File: config.mk
export PLATFORM = sky130hd
export DESIGN_NAME = peri_charlieplex_pwm_flat
export DESIGN_NICKNAME = d
export VERILOG_FILES = /design/src/rtl/peri_charlieplex_pwm_if.sv /design/src/rtl/peri_charlieplex_pwm.sv /design/src/flat_wrapper.sv
export SDC_FILE = /design/constraint.sdc
export NUM_CORES = 1
export LEC_CHECK = 0
export BUFFER_PORTS_ARGS = -buffer_cell sky130_fd_sc_hd__clkbuf_2
export CAP_MARGIN = 20
export CORE_MARGIN = 5
export CORE_UTILIZATION = 25
export DETAILED_ROUTE_END_ITERATION = 10
export SYNTH_ARGS = -nofsm -noshare
export SYNTH_HDL_FRONTEND = slang
export SYNTH_SLANG_ARGS = --single-unit
File: constraint.sdc
create_clock -name clk_i -period 2.4 [get_ports clk_i]
set_input_delay 0.24 -clock clk_i [delete_from_list [all_inputs] [get_ports clk_i]]
set_output_delay 0.24 -clock clk_i [all_outputs]
set_load 0.1 [all_outputs]
File: src/rtl/peri_charlieplex_pwm_if.sv
// peri_charlieplex_pwm_if: Wishbone B4 register bus bundle for the charlieplex PWM peripheral
interface peri_charlieplex_pwm_if;
  logic       wb_we_i;
  logic [3:0] wb_adr_i;
  logic [7:0] wb_dat_i;
  logic       wb_stb_i;
  logic [7:0] wb_dat_o;
  logic       wb_ack_o;
  modport master (output wb_we_i, wb_adr_i, wb_dat_i, wb_stb_i, input wb_dat_o, wb_ack_o);
  modport slave (input wb_we_i, wb_adr_i, wb_dat_i, wb_stb_i, output wb_dat_o, wb_ack_o);
endinterface

File: src/rtl/peri_charlieplex_pwm.sv
// peri_charlieplex_pwm: Wishbone charlieplex LED scanner with PWM brightness, blanking step and readback
// Optional CHARLIEPLEX_DBUF_EN: double-buffered row registers swapped at frame end on commit.
module peri_charlieplex_pwm #(
  parameter int Pins       = 7,
  parameter int Rows       = 5,
  parameter int Cols       = 7,
  parameter int BrightBits = 4,
  parameter int PrescDiv   = 1
) (
  input  logic                   clk_i,
  input  logic                   rst_ni,
  peri_charlieplex_pwm_if.slave  wb,
  output logic [Pins-1:0]        charlieplex_o,
  output logic [Pins-1:0]        charlieplex_oe,
  output logic                   frame_o
);
  localparam int PW = PrescDiv > 1 ? $clog2(PrescDiv) : 1;
  localparam int CW = Cols > 1 ? $clog2(Cols) : 1;
  localparam int RW = Rows > 1 ? $clog2(Rows) : 1;
  localparam logic [PW-1:0] PMAX = PW'(PrescDiv - 1);
  localparam logic [CW-1:0] CMAX = CW'(Cols - 1);
  logic [PW-1:0]         r_presc;
  logic [BrightBits-1:0] r_step, r_bright;
  logic [CW-1:0]         r_col;
  logic [Cols-1:0]       r_row [Rows];
  logic [Cols-1:0]       w_scan [Rows];
  logic                  r_en, r_par, r_ack;
  logic [7:0]            r_dat, w_rdata;
  logic [Pins-1:0]       r_o, r_oe, w_o, w_oe;
  logic                  w_acc, w_wr, w_presc_wrap, w_step_wrap, w_frame, w_pend;
  assign w_acc        = wb.wb_stb_i & ~r_ack;
  assign w_wr         = w_acc & wb.wb_we_i;
  assign w_presc_wrap = r_presc == PMAX;
  assign w_step_wrap  = w_presc_wrap && r_step == '1;
  assign w_frame      = w_step_wrap && r_col == CMAX;
  assign wb.wb_ack_o    = r_ack;
  assign wb.wb_dat_o    = r_dat;
  assign charlieplex_o  = r_o;
  assign charlieplex_oe = r_oe;
  assign frame_o        = w_frame;
  assign w_rdata = (wb.wb_adr_i < 4'(Rows)) ? 8'(r_row[wb.wb_adr_i[RW-1:0]]) :
                   (wb.wb_adr_i == 4'h8)    ? {7'b0, r_en} :
                   (wb.wb_adr_i == 4'h9)    ? 8'(r_bright) :
                   (wb.wb_adr_i == 4'hA)    ? {6'b0, w_pend, r_par} : 8'h00;
  // Rows sit on pins 0..Pins-1 skipping the column pin, so row r shifts up once r reaches col.
  always_comb begin
    w_o  = '0;
    w_oe = '0;
    if (r_en && r_step != '0 && r_step <= r_bright) begin
      for (int r = 0; r < Rows; r++)
        if (w_scan[r][r_col]) begin
          if (r < int'(r_col)) begin
            w_o[r]  = 1'b1;
            w_oe[r] = 1'b1;
          end else begin
            w_o[r+1]  = 1'b1;
            w_oe[r+1] = 1'b1;
          end
        end
      if (|w_oe) w_oe[r_col] = 1'b1;
    end
  end
  always_ff @(posedge clk_i or negedge rst_ni)
    if (!rst_ni) begin
      r_presc  <= '0;
      r_step   <= '0;
      r_col    <= '0;
      r_en     <= 1'b0;
      r_par    <= 1'b0;
      r_ack    <= 1'b0;
      r_bright <= '1;
      r_dat    <= '0;
      r_o      <= '0;
      r_oe     <= '0;
      for (int r = 0; r < Rows; r++) r_row[r] <= '0;
    end else begin
      r_ack   <= w_acc;
      r_dat   <= w_acc ? w_rdata : 8'h00;
      r_presc <= w_presc_wrap ? '0 : r_presc + 1'b1;
      r_o     <= w_o;
      r_oe    <= w_oe;
      if (w_presc_wrap) r_step <= r_step + 1'b1;
      if (w_step_wrap) r_col <= (r_col == CMAX) ? '0 : r_col + 1'b1;
      if (w_frame) r_par <= ~r_par;
      if (w_wr && wb.wb_adr_i < 4'(Rows)) r_row[wb.wb_adr_i[RW-1:0]] <= wb.wb_dat_i[Cols-1:0];
      if (w_wr && wb.wb_adr_i == 4'h8) r_en <= wb.wb_dat_i[0];
      if (w_wr && wb.wb_adr_i == 4'h9) r_bright <= wb.wb_dat_i[BrightBits-1:0];
    end
`ifdef CHARLIEPLEX_DBUF_EN
  logic            r_pend, w_commit;
  logic [Cols-1:0] r_front [Rows];
  assign w_commit = w_wr && wb.wb_adr_i == 4'h8 && wb.wb_dat_i[1];
  assign w_scan   = r_front;
  assign w_pend   = r_pend;
  always_ff @(posedge clk_i or negedge rst_ni)
    if (!rst_ni) begin
      r_pend <= 1'b0;
      for (int r = 0; r < Rows; r++) r_front[r] <= '0;
    end else if (w_frame && (r_pend || w_commit)) begin
      r_front <= r_row;
      r_pend  <= 1'b0;
    end else if (w_commit) begin
      r_pend <= 1'b1;
    end
`else
  assign w_scan = r_row;
  assign w_pend = 1'b0;
`endif
endmodule

File: src/flat_wrapper.sv
// flat-port wrapper written by rule: the top's interface ports become plain ports
module peri_charlieplex_pwm_flat 
#(
  parameter int Pins       = 7,
  parameter int Rows       = 5,
  parameter int Cols       = 7,
  parameter int BrightBits = 4,
  parameter int PrescDiv   = 1
)
  (clk_i, rst_ni, charlieplex_o, charlieplex_oe, frame_o, wb_wb_we_i, wb_wb_adr_i, wb_wb_dat_i, wb_wb_stb_i, wb_wb_dat_o, wb_wb_ack_o);
  peri_charlieplex_pwm_if wb_i ();
  input  logic clk_i;
  input  logic rst_ni;
  output logic [Pins-1:0] charlieplex_o;
  output logic [Pins-1:0] charlieplex_oe;
  output logic frame_o;
  input wire logic [$bits(wb_i.wb_we_i)-1:0] wb_wb_we_i;
  input wire logic [$bits(wb_i.wb_adr_i)-1:0] wb_wb_adr_i;
  input wire logic [$bits(wb_i.wb_dat_i)-1:0] wb_wb_dat_i;
  input wire logic [$bits(wb_i.wb_stb_i)-1:0] wb_wb_stb_i;
  output wire logic [$bits(wb_i.wb_dat_o)-1:0] wb_wb_dat_o;
  output wire logic [$bits(wb_i.wb_ack_o)-1:0] wb_wb_ack_o;
  assign wb_i.wb_we_i = wb_wb_we_i;
  assign wb_i.wb_adr_i = wb_wb_adr_i;
  assign wb_i.wb_dat_i = wb_wb_dat_i;
  assign wb_i.wb_stb_i = wb_wb_stb_i;
  assign wb_wb_dat_o = wb_i.wb_dat_o;
  assign wb_wb_ack_o = wb_i.wb_ack_o;
  peri_charlieplex_pwm #(.Pins(Pins), .Rows(Rows), .Cols(Cols), .BrightBits(BrightBits), .PrescDiv(PrescDiv)) u_core (.clk_i(clk_i), .rst_ni(rst_ni), .wb(wb_i), .charlieplex_o(charlieplex_o), .charlieplex_oe(charlieplex_oe), .frame_o(frame_o));
endmodule
==> impl_summary.md, run 1 <==
Synthesis
In this run the mean area of a mapped cell was 12.2 um^2. The number of unique standard cell types used by synthesis is 48. After synthesis the cells add up to 3490 um^2.

The async set-reset flop share out of synthesis is 100%. The Yosys step of the flow raised 0 warnings. In the synthesized netlist the dominant register cell turns out to be sky130_fd_sc_hd__dfrtp_1. The share of the Yosys chip area taken by registers is 49.6%.

The number of enable-type register cells in the synthesized netlist is 0. The post-synthesis sequential element count is 69. Synthesis handed over a netlist of 286 instances.

Pwr
Net switching is 26.4% of the power. The power per cell area is between 700 and 800 nW/um^2. Power comes to 3.18 mW.

The internal power of the cells is 2.34 mW. Per report_power, the sequential group accounts for 43.7% of the total. In this run, the combinational gates consume 15.0% of the power.

Across the VDD grid, the largest voltage drop is 0.359 mV. The switching power summed over all nets is 0.840 mW. Summed over all cells, the static leakage comes to 1.95 nW. The share of total power dissipated in the clock network is 41.3%.

Clocking
No sink is reached through more buffers than the 2 on the longest clock path. The count of buffers added by post-CTS timing repair for setup is 0. The number of CTS-inserted buffers is 9. CTS placed an instance of sky130_fd_sc_hd__clkbuf_16 at the clock tree root. CTS built an H-tree with a depth of 3. The latest clock arrival within the worst-skew pair is 0.33 ns. TritonCTS built the clock tree.

The total number of clock tree sinks is 69. The clock-pin slew on the worst setup and hold paths is 0.06 ns.

STA
The normalized max-slew margin is between 50% and 60%. For the pin with the worst max-slew slack, the measured transition is between 0.6 and 0.7 ns. The final count of hold timing violations is 0. Setup violations remaining at the end of the flow were counted as 0.

The clock period minus final worst setup slack is between 2 and 2.5 ns. Derived from the worst setup path, the maximum achievable clock frequency is 0.449 GHz. Setup repair after global routing left no endpoint under its margin. The share of the cycle needed by the critical path after routing is 92.8%. The max-slew violation count came to 0. The setup total negative slack is 0 ns. For the final database, setup skew stands at 0.00623 ns.

Floorplan
Pin placement for this block handled 40 I/O pins. The area of the placeable core is between 10000 and 15000 um^2. The floorplan has 43 rows. The floorplan step set the die height to 128 um.

The floorplan step set the die width to 128 um. The initial utilization of the core area, before any placement, comes to 25.3%. The total die area is ~16000 um^2.

Critical path
The cell with the largest stage delay on the worst path is sky130_fd_sc_hd__clkbuf_2. The worst setup path is launched from a flop. The start-to-end type of the worst setup path is reg2out.

Traced cell by cell, the critical path runs through ha_1, nand3_1, nor4b_4, clkbuf_2. The worst register-to-register path begins at u_core.r_col[0]. In this run the critical register-to-register path is captured at u_core.charlieplex_oe[4]. The maximum fanout along the worst path is 4. The data required time of the critical path is 2.16 ns. The timing startpoint of the critical path is u_core.r_step[1]. In this design, the stage delay of the slowest critical-path cell is 0.51 ns. Counting cells, the worst reg-to-reg path comes to 6.

The critical path buffer and inverter count is 1. STA classifies the critical path endpoint as a primary output. Data arrives at the worst endpoint at 1.99 ns. The setup slack of the worst register-to-register path is roughly 0.25 ns. The cell family contributing the most delay on the critical path is simple AND/OR/NAND/NOR gates.

GRT
The first global-routing pass estimated 13900 um of wire. The overall global routing resource usage is roughly 11%. The number of antenna violations at the first check in global routing is 0.

The aggregate global routing overflow is 0. The largest net degree at the start of global routing is 34. The via count of the first global-routing pass came to 2570.

Place
The placed wire-length estimate after detailed placement is 6300 um. The count of buffers added on input and output ports is 36. At the end of routability-driven placement, the weighted congestion stood at 0.875.

Drt
The number of design rule violations left after detail routing is 0. After the first detailed-routing iteration, the DRC count stood at 132. The final layout contains routed wiring with a total length of roughly 8300 um. The remaining antenna violation count after routing is 0. The first detailed-routing pass took 4 iterations. After detailed routing, the number of vias per cell comes to 4.69.

The routed layout has 2434 vias. Dividing the detail-routed wire length by the instance count gives 16.1 um.

Layout
The number of nets at the end of the flow is 356. The total of fill cells in the finished design is ~1500. The area growth from synthesis to layout is 21.9%. The utilization of the core after routing is 30.9%. 0 antenna diodes ended up in the layout. Of the cells placed in the final design, the portion with a size suffix greater than 1 is 38.6%. In the layout the commonest cells are sky130_fd_sc_hd__dfrtp_1 (65), sky130_fd_sc_hd__mux2_2 (42), sky130_fd_sc_hd__clkbuf_2 (35). The library cell used most frequently in the layout, excluding fill and tap cells, is sky130_fd_sc_hd__dfrtp_1.

Hold path
The worst hold path was traced through 2 stages. The min-delay analysis places its worst path in the category in2reg. The start point of the worst hold path is wb_wb_dat_i[6]. The end point of the worst hold path is u_core.r_row[13].

Run status
The run finished with clean final reports.

Run
Across the run, the number of max-cap violations was 0.
[synth_stat cells (5+ instances only)]
library cell | number | area, um^2
sky130_fd_sc_hd__dfrtp_1 | 65 | 1630
sky130_fd_sc_hd__mux2_2 | 42 | 473
sky130_fd_sc_hd__nor2_1 | 21 | 78.8
sky130_fd_sc_hd__a21oi_1 | 16 | 80.1
sky130_fd_sc_hd__mux2i_1 | 9 | 90.1
sky130_fd_sc_hd__mux4_2 | 9 | 203
sky130_fd_sc_hd__nor2b_1 | 9 | 56.3
sky130_fd_sc_hd__inv_1 | 8 | 30.0
sky130_fd_sc_hd__nand2_1 | 7 | 26.3
sky130_fd_sc_hd__ha_1 | 6 | 75.1
sky130_fd_sc_hd__nand3_1 | 6 | 30.0
sky130_fd_sc_hd__o21ai_0 | 6 | 30.0
sky130_fd_sc_hd__clkbuf_1 | 5 | 18.8
sky130_fd_sc_hd__nand2b_1 | 5 | 31.3
sky130_fd_sc_hd__o22ai_1 | 5 | 31.3
[power by group through the flow]
stage	registers, mW	clock network, mW	logic, mW
after detailed placement	1.41	0	0.478
final	1.39	1.31	0.476
after global routing	1.41	1.39	0.527
after global placement	1.40	0	0.467
after floorplan	1.40	0	0.332
after CTS	1.39	1.35	0.482
[registers in the layout, summed over array words and instances, names as in the netlist]
register,cells
u_core.r_par,1
u_core.wb.wb_dat_o,7
u_core.r_col,3
u_core.wb.wb_ack_o,1
u_core.r_row,35
u_core.r_en,1
u_core.r_step,4
u_core.r_bright,4
u_core.charlieplex_o,6
u_core.charlieplex_oe,7
[how the worst max path moves through the flow]
| stage | end | depth (start not counted) |
|---|---|---|
| after floorplan | u_core.r_par | 5 |
| after global placement | u_core.charlieplex_oe[2] | 5 |
| after detailed placement | u_core.charlieplex_oe[0] | 6 |
| after CTS | frame_o | 4 |
| after global routing | frame_o | 4 |
| final | frame_o | 4 |
[layer usage]
metal  wire length, um  up-vias  global-route usage [%]
met1              3700     1225                    13.8
met2              3950       55                    17.3
met3               435       14                    3.75
met4               255        0                    5.18
met5                 0        -                       0
li1                  -     1140                       -
[layout make-up]
| cell class | instances | area [um^2] | area share (%) |
|---|---|---|---|
| Sequential cell | 69 | 1730 | 40.7 |
| Multi-Input combinational cell | 194 | 1660 | 38.9 |
| Timing Repair Buffer | 50 | 300 | 7.06 |
| Clock buffer | 10 | 239 | 5.62 |
| Tap cell | 180 | 225 | 5.30 |
| Clock inverter | 6 | 62.6 | 1.47 |
| Inverter | 10 | 37.5 | 0.883 |
[cells by family after synthesis]
family | share of synthesized area (%)
DFF | 49.6
adders and majority gates | 2.15
muxes | 23.2
xor gates and xnor gates | 1.00
buffers and inverters | 3.44
and+or+nand+nor | 11.4
other | 0.108
AOI/OAI and AO/OA | 9.04
[what timing repair did]
action,in CTS,in global routing
hold buffers,1,0
hold endpoints to repair,19,0
gates resized for setup,0,0
[through the flow]
step	area (um^2)	setup slack, ns	hold WS (ns)	instances
6_report	4250	0.172	0.210	519
5_1_grt	4250	0.0853	0.214	519
4_1_cts	4250	0.135	0.197	519
3_5_place_dp	3940	0.291	0.227	502
3_3_place_gp	3940	0.351	0.224	502
2_1_floorplan	3510	0.119	-0.0556	287
(Power assumes the default switching activity.)
==> run 2, diff against run 1 <==
- clock period: 2.4 -> 2.6 ns (I/O delays scaled with it)
==> run 2 against run 1 <==
- worst hold slack improved by 0.012 ns
- die area is the same
- final area shrank 1.3%
- clock skew increased by 0.0059 ns
==> impl_summary.md, run 2 (synthesis results as in run 1) <==
Run status
The flow ran to the end, and the final reports show no timing, DRC or antenna violations.

STA
The final worst setup slack is around 0.34 ns. Based on the critical path, the design can be clocked at up to roughly 0.44 GHz. The clock period minus final worst setup slack is 2.26 ns.

The max-slew violation count is 0. The normalized max-slew margin is 63.1%. The setup total negative slack is 0 ns. Setup repair after global routing left no endpoint under its margin. Setup violations remaining at the end of the flow were counted as 0. The final worst clock skew is roughly 0.012 ns.

The final count of hold timing violations came to 0. The share of the cycle needed by the critical path after routing is about 87%. The slew at the pin closest to its max-slew limit is 0.548 ns.

Critical path
The worst register-to-register path begins at u_core.r_col[2]. The start-to-end type of the worst setup path is reg2reg. The critical path capture point type is a flop. The worst setup path is launched from a flop. The maximum fanout along the worst path is 18.

The timing startpoint of the critical path is u_core.r_col[2]. The data arrival time of the critical path is 2.47 ns. The data required time of the critical path is 2.81 ns.

Pwr
The power per cell area is 676 nW/um^2. The standby leakage power is 1.92 nW. The largest vdd supply drop is 0.344 mV.

Floorplan
Once the floorplan was initialized, standard cells occupied 25.3% of the core. The horizontal die dimension is roughly 130 um. After floorplanning, the core was sized to cover between 10000 and 15000 um^2. The I/O pin count is 40. The number of cell rows is 43. The total die area is 16400 um^2.

In this run the vertical extent of the chip is 128 um.

GRT
The number of antenna violations at the first check in global routing is 0. The largest net degree at the start of global routing is 70. The first-pass GRT wire length is 14000 um.

In the global route stage, met2 resource usage came out at 17.8%. Global routing consumed, on the met3 layer, under 10% of the routing resources. The most utilized layer in the global route result is met2. The via count of the first global-routing pass is approximately 2600.

The aggregate global routing overflow is 0. The fraction of met1 tracks used by global routing is 13.4%. Global routing used 11.1% of the available tracks.

Drt
In this run the remaining antenna-violating nets after routing total 0. The routed layout has 2444 vias. The number of design rule violations left after detail routing is 0.

Before antenna repair, the detailed router went through 4 iterations. The total length of routed wires is 8390 um. The via density per instance is about 4.8.

After detailed routing, the average wire length per cell comes to 16.3 um. The first routing iteration left about 140 violations.

Hold path
The class of the most critical hold timing path is in2reg. The start point of the worst hold path is wb_wb_dat_i[6].

Layout
The number of flip-flops in the largest register is 35. The total of fill cells in the finished design is around 1400. Relative to the synthesized area, the layout overhead comes to 20.3%.

The register bank with the most flops is u_core.r_row. After the last flow step, the layout net total stands at 352. The count of antenna diodes in the layout is 0. The share of layout cells above drive strength 1 is 37.7%.

Leaving out fill and tap cells, the most frequent cells in the layout are sky130_fd_sc_hd__dfrtp_1 (65), sky130_fd_sc_hd__mux2_2 (42), sky130_fd_sc_hd__clkbuf_2 (35). Leaving out fill and tap cells, the most frequent cell in the layout is sky130_fd_sc_hd__dfrtp_1.

Clocking
After clock tree synthesis, the clock-pin slew on the worst setup and hold paths is 0.06 ns. The depth of the CTS H-tree is 3. The latest clock arrival within the worst-skew pair is 0.34 ns. For this design, the sink count on the clock tree is 69.

The cell sitting at the root of the clock tree is a sky130_fd_sc_hd__clkbuf_16. Buffers added to address setup during post-CTS repair amount to 0. TritonCTS built the clock tree. The buffer levels on the longest clock path is 2.

The number of CTS-inserted buffers is 9.

Run
The number of maximum-capacitance violations is 0.

Place
The congestion estimate from routability-driven global placement came to 0.843. Summed over all nets, the half-perimeter wirelength after detailed placement is 6130 um. Buffers placed on the I/O ports in this run total 36.

The placement-stage worst setup slack is 0.362 ns.
run 2: metal layers:
metal	routed length (um)	vias to the layer above
met2	4130	76
met1	3540	1232
li1	-	1122
met5	0	-
met3	530	14
met4	187	0
run 2: through the flow:
stage	total power [mW]	hold slack [ns]	util, %	std cells	area [um^2]
2_1_floorplan	1.60	-0.0356	-	287	3510
3_3_place_gp	1.72	0.304	28.4	498	3910
3_5_place_dp	1.74	0.314	28.4	498	3910
4_1_cts	2.87	0.209	30.5	514	4200
5_1_grt	2.98	0.229	30.5	514	4200
6_report	2.83	0.222	30.5	514	4200
run 2: timing repair:
item	in CTS	in global routing
hold endpoints to repair	65	0
hold buffers	1	0
gates resized for setup	0	0
run 2: worst paths after layout:
| kind | end | cells past startpoint | slack (ns) |
|---|---|---|---|
| setup / recovery | u_core.charlieplex_oe[1] | 5 | 0.34 |
| hold / removal | u_core.r_row[27] | 2 | 0.22 |
| hold reg to reg | u_core.r_step[0] | 1 | 0.50 |
| max in group asynchronous | u_core.r_bright[3] | 3 | 1.78 |
| min in group asynchronous | u_core.r_col[2] | 3 | 0.48 |
| setup reg to reg | u_core.charlieplex_oe[1] | 5 | 0.34 |
run 2: cell type report:
type	instances	area, um^2	share of cell area, %
clock buffer	10	239	5.69
clock inverter	5	37.5	0.894
inverter	10	37.5	0.894
multi-input combinational	194	1660	39.4
sequential	69	1730	41.3
tap	180	225	5.37
timing repair buffer	46	270	6.44
run 2: critical path, cell delays in order (launching register included):
cell	delay (ns)
sky130_fd_sc_hd__dfrtp_1	0.68
sky130_fd_sc_hd__nor2b_1	0.16
sky130_fd_sc_hd__a221oi_1	0.48
sky130_fd_sc_hd__o221a_1	0.26
sky130_fd_sc_hd__and4_1	0.44
sky130_fd_sc_hd__nor3b_2	0.10
run 2: report_power, final:
group          switching, mW  internal [mW]
combinational          0.236          0.203
sequential            0.0929           1.19
clock                  0.449          0.666
total                  0.777           2.06
==> run 3, diff against run 2 <==
- RECOVER_POWER: not set -> 50
- clock period: 2.6 -> 2.7 ns (I/O delays scaled with it)
==> run 3 against run 2 <==
- the run now ends with capacitance limit, slew limit left
- final area up 1.3%
- clock skew down 0.0043 ns
- sequential power down 4%
- routed wire length down 0.93%
- worst hold slack better by 0.014 ns
- flip-flop and latch count unchanged
- critical endpoint is now frame_o
==> impl_summary.md, run 3 (synthesis results as in run 1) <==
STA
At the pin with the least slew margin, the transition time is 1.55 ns. The final worst setup slack is 0.322 ns. The final count of hold timing violations is 0.

The fmax is 0.421 GHz. After layout, the worst path uses between 80 and 90% of the clock period. The worst slack on hold paths is 0.237 ns. The smallest clock period supported by the final layout is computed as around 2.4 ns. The final worst clock skew is roughly 0.008 ns. The normalized max-slew margin is -3.32%. The final number of setup-violating endpoints is 0. Setup repair after global routing left no endpoint under its margin.

The max-slew violation count is 29. The setup total negative slack is 0 ns.

Drt
The via density per instance is 4.74. The vias after detailed routing is 2437. The number of DRC markers after the initial detailed-route iteration is 148. After detailed routing, the number of remaining DRC violations is 0. Dividing the detail-routed wire length by the instance count gives 16.2 um. In this run the remaining antenna-violating nets after routing total 0. The routed design has between 8000 and 9000 um of wire. The first TritonRoute pass finished after 4 iterations.

Critical path
Along the worst path, the maximum fanout reaches 15. Data on the critical path arrives at its endpoint at around 2.1 ns. The setup slack of the worst register-to-register path is 0.45 ns. The number of cells on the worst reg-to-reg path is 5. STA classifies the critical path startpoint as a flop. STA classifies the critical path endpoint as a primary output. The startpoint of the most critical register-to-register path is u_core.r_col[1].

The critical path is of the reg2out type. The critical register-to-register path endpoint is u_core.charlieplex_oe[2]. The data required time of the critical path is approximately 2.4 ns.

Layout
The finished cells cover 4250 um^2. The most common library cell in the layout ignoring fill and taps is sky130_fd_sc_hd__dfrtp_1. The library cells used most frequently in the layout, excluding fill and tap cells, are sky130_fd_sc_hd__dfrtp_1 (65), sky130_fd_sc_hd__mux2_2 (42), sky130_fd_sc_hd__clkbuf_2 (34). The multi-input gate area in the final layout is roughly 1700 um^2. The final layout contains 351 nets. The count of antenna diodes in the layout is 0. The utilization of the core after routing is 30.9%. The register with the most flip-flops in the layout has 35 of them. Compared with the post-synthesis result, the final layout area differs by 21.8%. Across the whole layout, storage elements account for 1730 um^2. Ranked by flip-flop count, first place goes to u_core.r_row.

The final cell count without fillers is 514. The share of layout cells above drive strength 1 is 36.8%. The total of fill cells in the finished design is between 1000 and 1500.

Pwr
Per report_power, the combinational group accounts for 14.2% of the total. The switching power summed over all nets is 0.785 mW. The clock network burns 43.9% of the power.

The sequential group share of total power is between 40% and 50%. Net switching is 26.7% of the power. The total power is roughly 3 mW. The largest vdd supply drop is 0.359 mV.

The internal portion of the total power is around 2.2 mW. Power spread over the standard cell area amounts to 693 nW/um^2. The standby leakage power is 1.95 nW.

GRT
The number of antenna violations at the first check in global routing is 0. The first global-routing pass estimated 13700 um of wire. The overall global routing resource usage is 10.9%. The via count of the first global-routing pass is 2576. Entering global routing, the biggest net connects 42 pins.

The aggregate global routing overflow is 0.

Floorplan
The floorplan step defined a die boundary enclosing around 16000 um^2. The horizontal die dimension is 128 um. In this run the core area contains 43 standard-cell rows. The I/O pin count is 40. In this run the standard cell core region covers around 14000 um^2. The initial standard-cell utilization of the core is 25.3%. The y dimension of the die is 128 um.

Clocking
TritonCTS built the clock tree. The depth of the CTS H-tree is 3. The post-cts gate resize count is 0. For the worst-skew pair, the clock arrives at the later sink with an insertion delay of 0.34 ns.

The clock passes through at most 2 buffers. The tree built by TritonCTS fans out to between 60 and 70 sinks. In this run the clock root is driven by a sky130_fd_sc_hd__clkbuf_16. The number of CTS-inserted buffers is 9. Clock-pin slew was measured on the worst setup and hold paths at 0.06 ns.

Hold path
The end point of the worst hold path is u_core.r_row[12]. The start point of the worst hold path is wb_wb_dat_i[5]. The class of the most critical hold timing path is in2reg. The number of cells on the worst hold path is 2.

Place
The congestion estimate from routability-driven global placement came to roughly 0.84. The total cell area at the placement stage is 3920 um^2. In this run the tool buffered the top-level ports with 36 buffer cells. The placed wire-length estimate after detailed placement is around 6300 um. Including well taps, the total number of placed cells is between 400 and 500.

Before CTS, the worst setup slack after placement is between 0.4 and 0.5 ns.

Run status
The flow ran to the end, but the final reports show violations. The checks that failed: capacitance limit, slew limit.

Run
Max-cap violations in this run came to 1.
[run 3: cell types whose count changed in the layout (fill, tap and decap cells not counted)]
cell                         before  now
sky130_fd_sc_hd__buf_12           1    2
sky130_fd_sc_hd__buf_4            8    6
sky130_fd_sc_hd__clkinv_2         1    0
sky130_fd_sc_hd__clkbuf_8         1    0
sky130_fd_sc_hd__inv_6            0    4
sky130_fd_sc_hd__clkinvlp_4       2    1
sky130_fd_sc_hd__clkbuf_1         0    2
sky130_fd_sc_hd__bufinv_16        0    2
sky130_fd_sc_hd__clkinv_4         2    0
sky130_fd_sc_hd__inv_2            2    1
sky130_fd_sc_hd__clkbuf_2        35   34
sky130_fd_sc_hd__inv_1            8    9
sky130_fd_sc_hd__buf_2            1    0
[run 3: worst max path at each step]
stage	startpoint	end	slack [ns]	cells past startpoint
after floorplan	u_core.r_col[0]	u_core.r_par	0.42	5
after global placement	u_core.r_col[1]	u_core.charlieplex_oe[4]	0.52	5
after detailed placement	u_core.r_col[1]	u_core.charlieplex_oe[2]	0.46	5
after CTS	u_core.r_col[1]	frame_o	0.29	3
after global routing	u_core.r_col[1]	frame_o	0.14	3
final	u_core.r_col[1]	frame_o	0.32	3
[run 3: layout make-up]
cell class,count,area share (%)
multi-input cells,194,38.9
clock inverters,7,2.41
flip-flops and latches,69,40.7
well taps,180,5.30
clock buffers,9,5.30
repair buffers,45,6.42
inverters,10,0.883
[run 3: worst max-delay path, cell delays in order, from the launching register on]
cell	delay, ns
sky130_fd_sc_hd__dfrtp_1	0.63
sky130_fd_sc_hd__inv_1	0.26
sky130_fd_sc_hd__nor4b_4	0.36
sky130_fd_sc_hd__clkbuf_2	0.51
[run 3: per-layer routing]
layer	routed length (um)	track usage [%]	vias to the layer above
met5	0	0	-
met2	3900	16.9	71
li1	-	-	1126
met4	294	5.37	0
met1	3610	13.2	1219
met3	511	4.04	21
[run 3: repair_timing]
action                                 in CTS  in global routing
buffers inserted                            0                  0
endpoints found under the hold margin      24                  0
hold buffers                                1                  0
[run 3: power groups by stage]
stage	combinational, mW	sequential (mW)	clock, mW
after floorplan	0.296	1.24	0
after global placement	0.411	1.24	0
after CTS	0.425	1.23	1.32
final	0.419	1.23	1.29
after detailed placement	0.422	1.25	0
after global routing	0.460	1.24	1.37
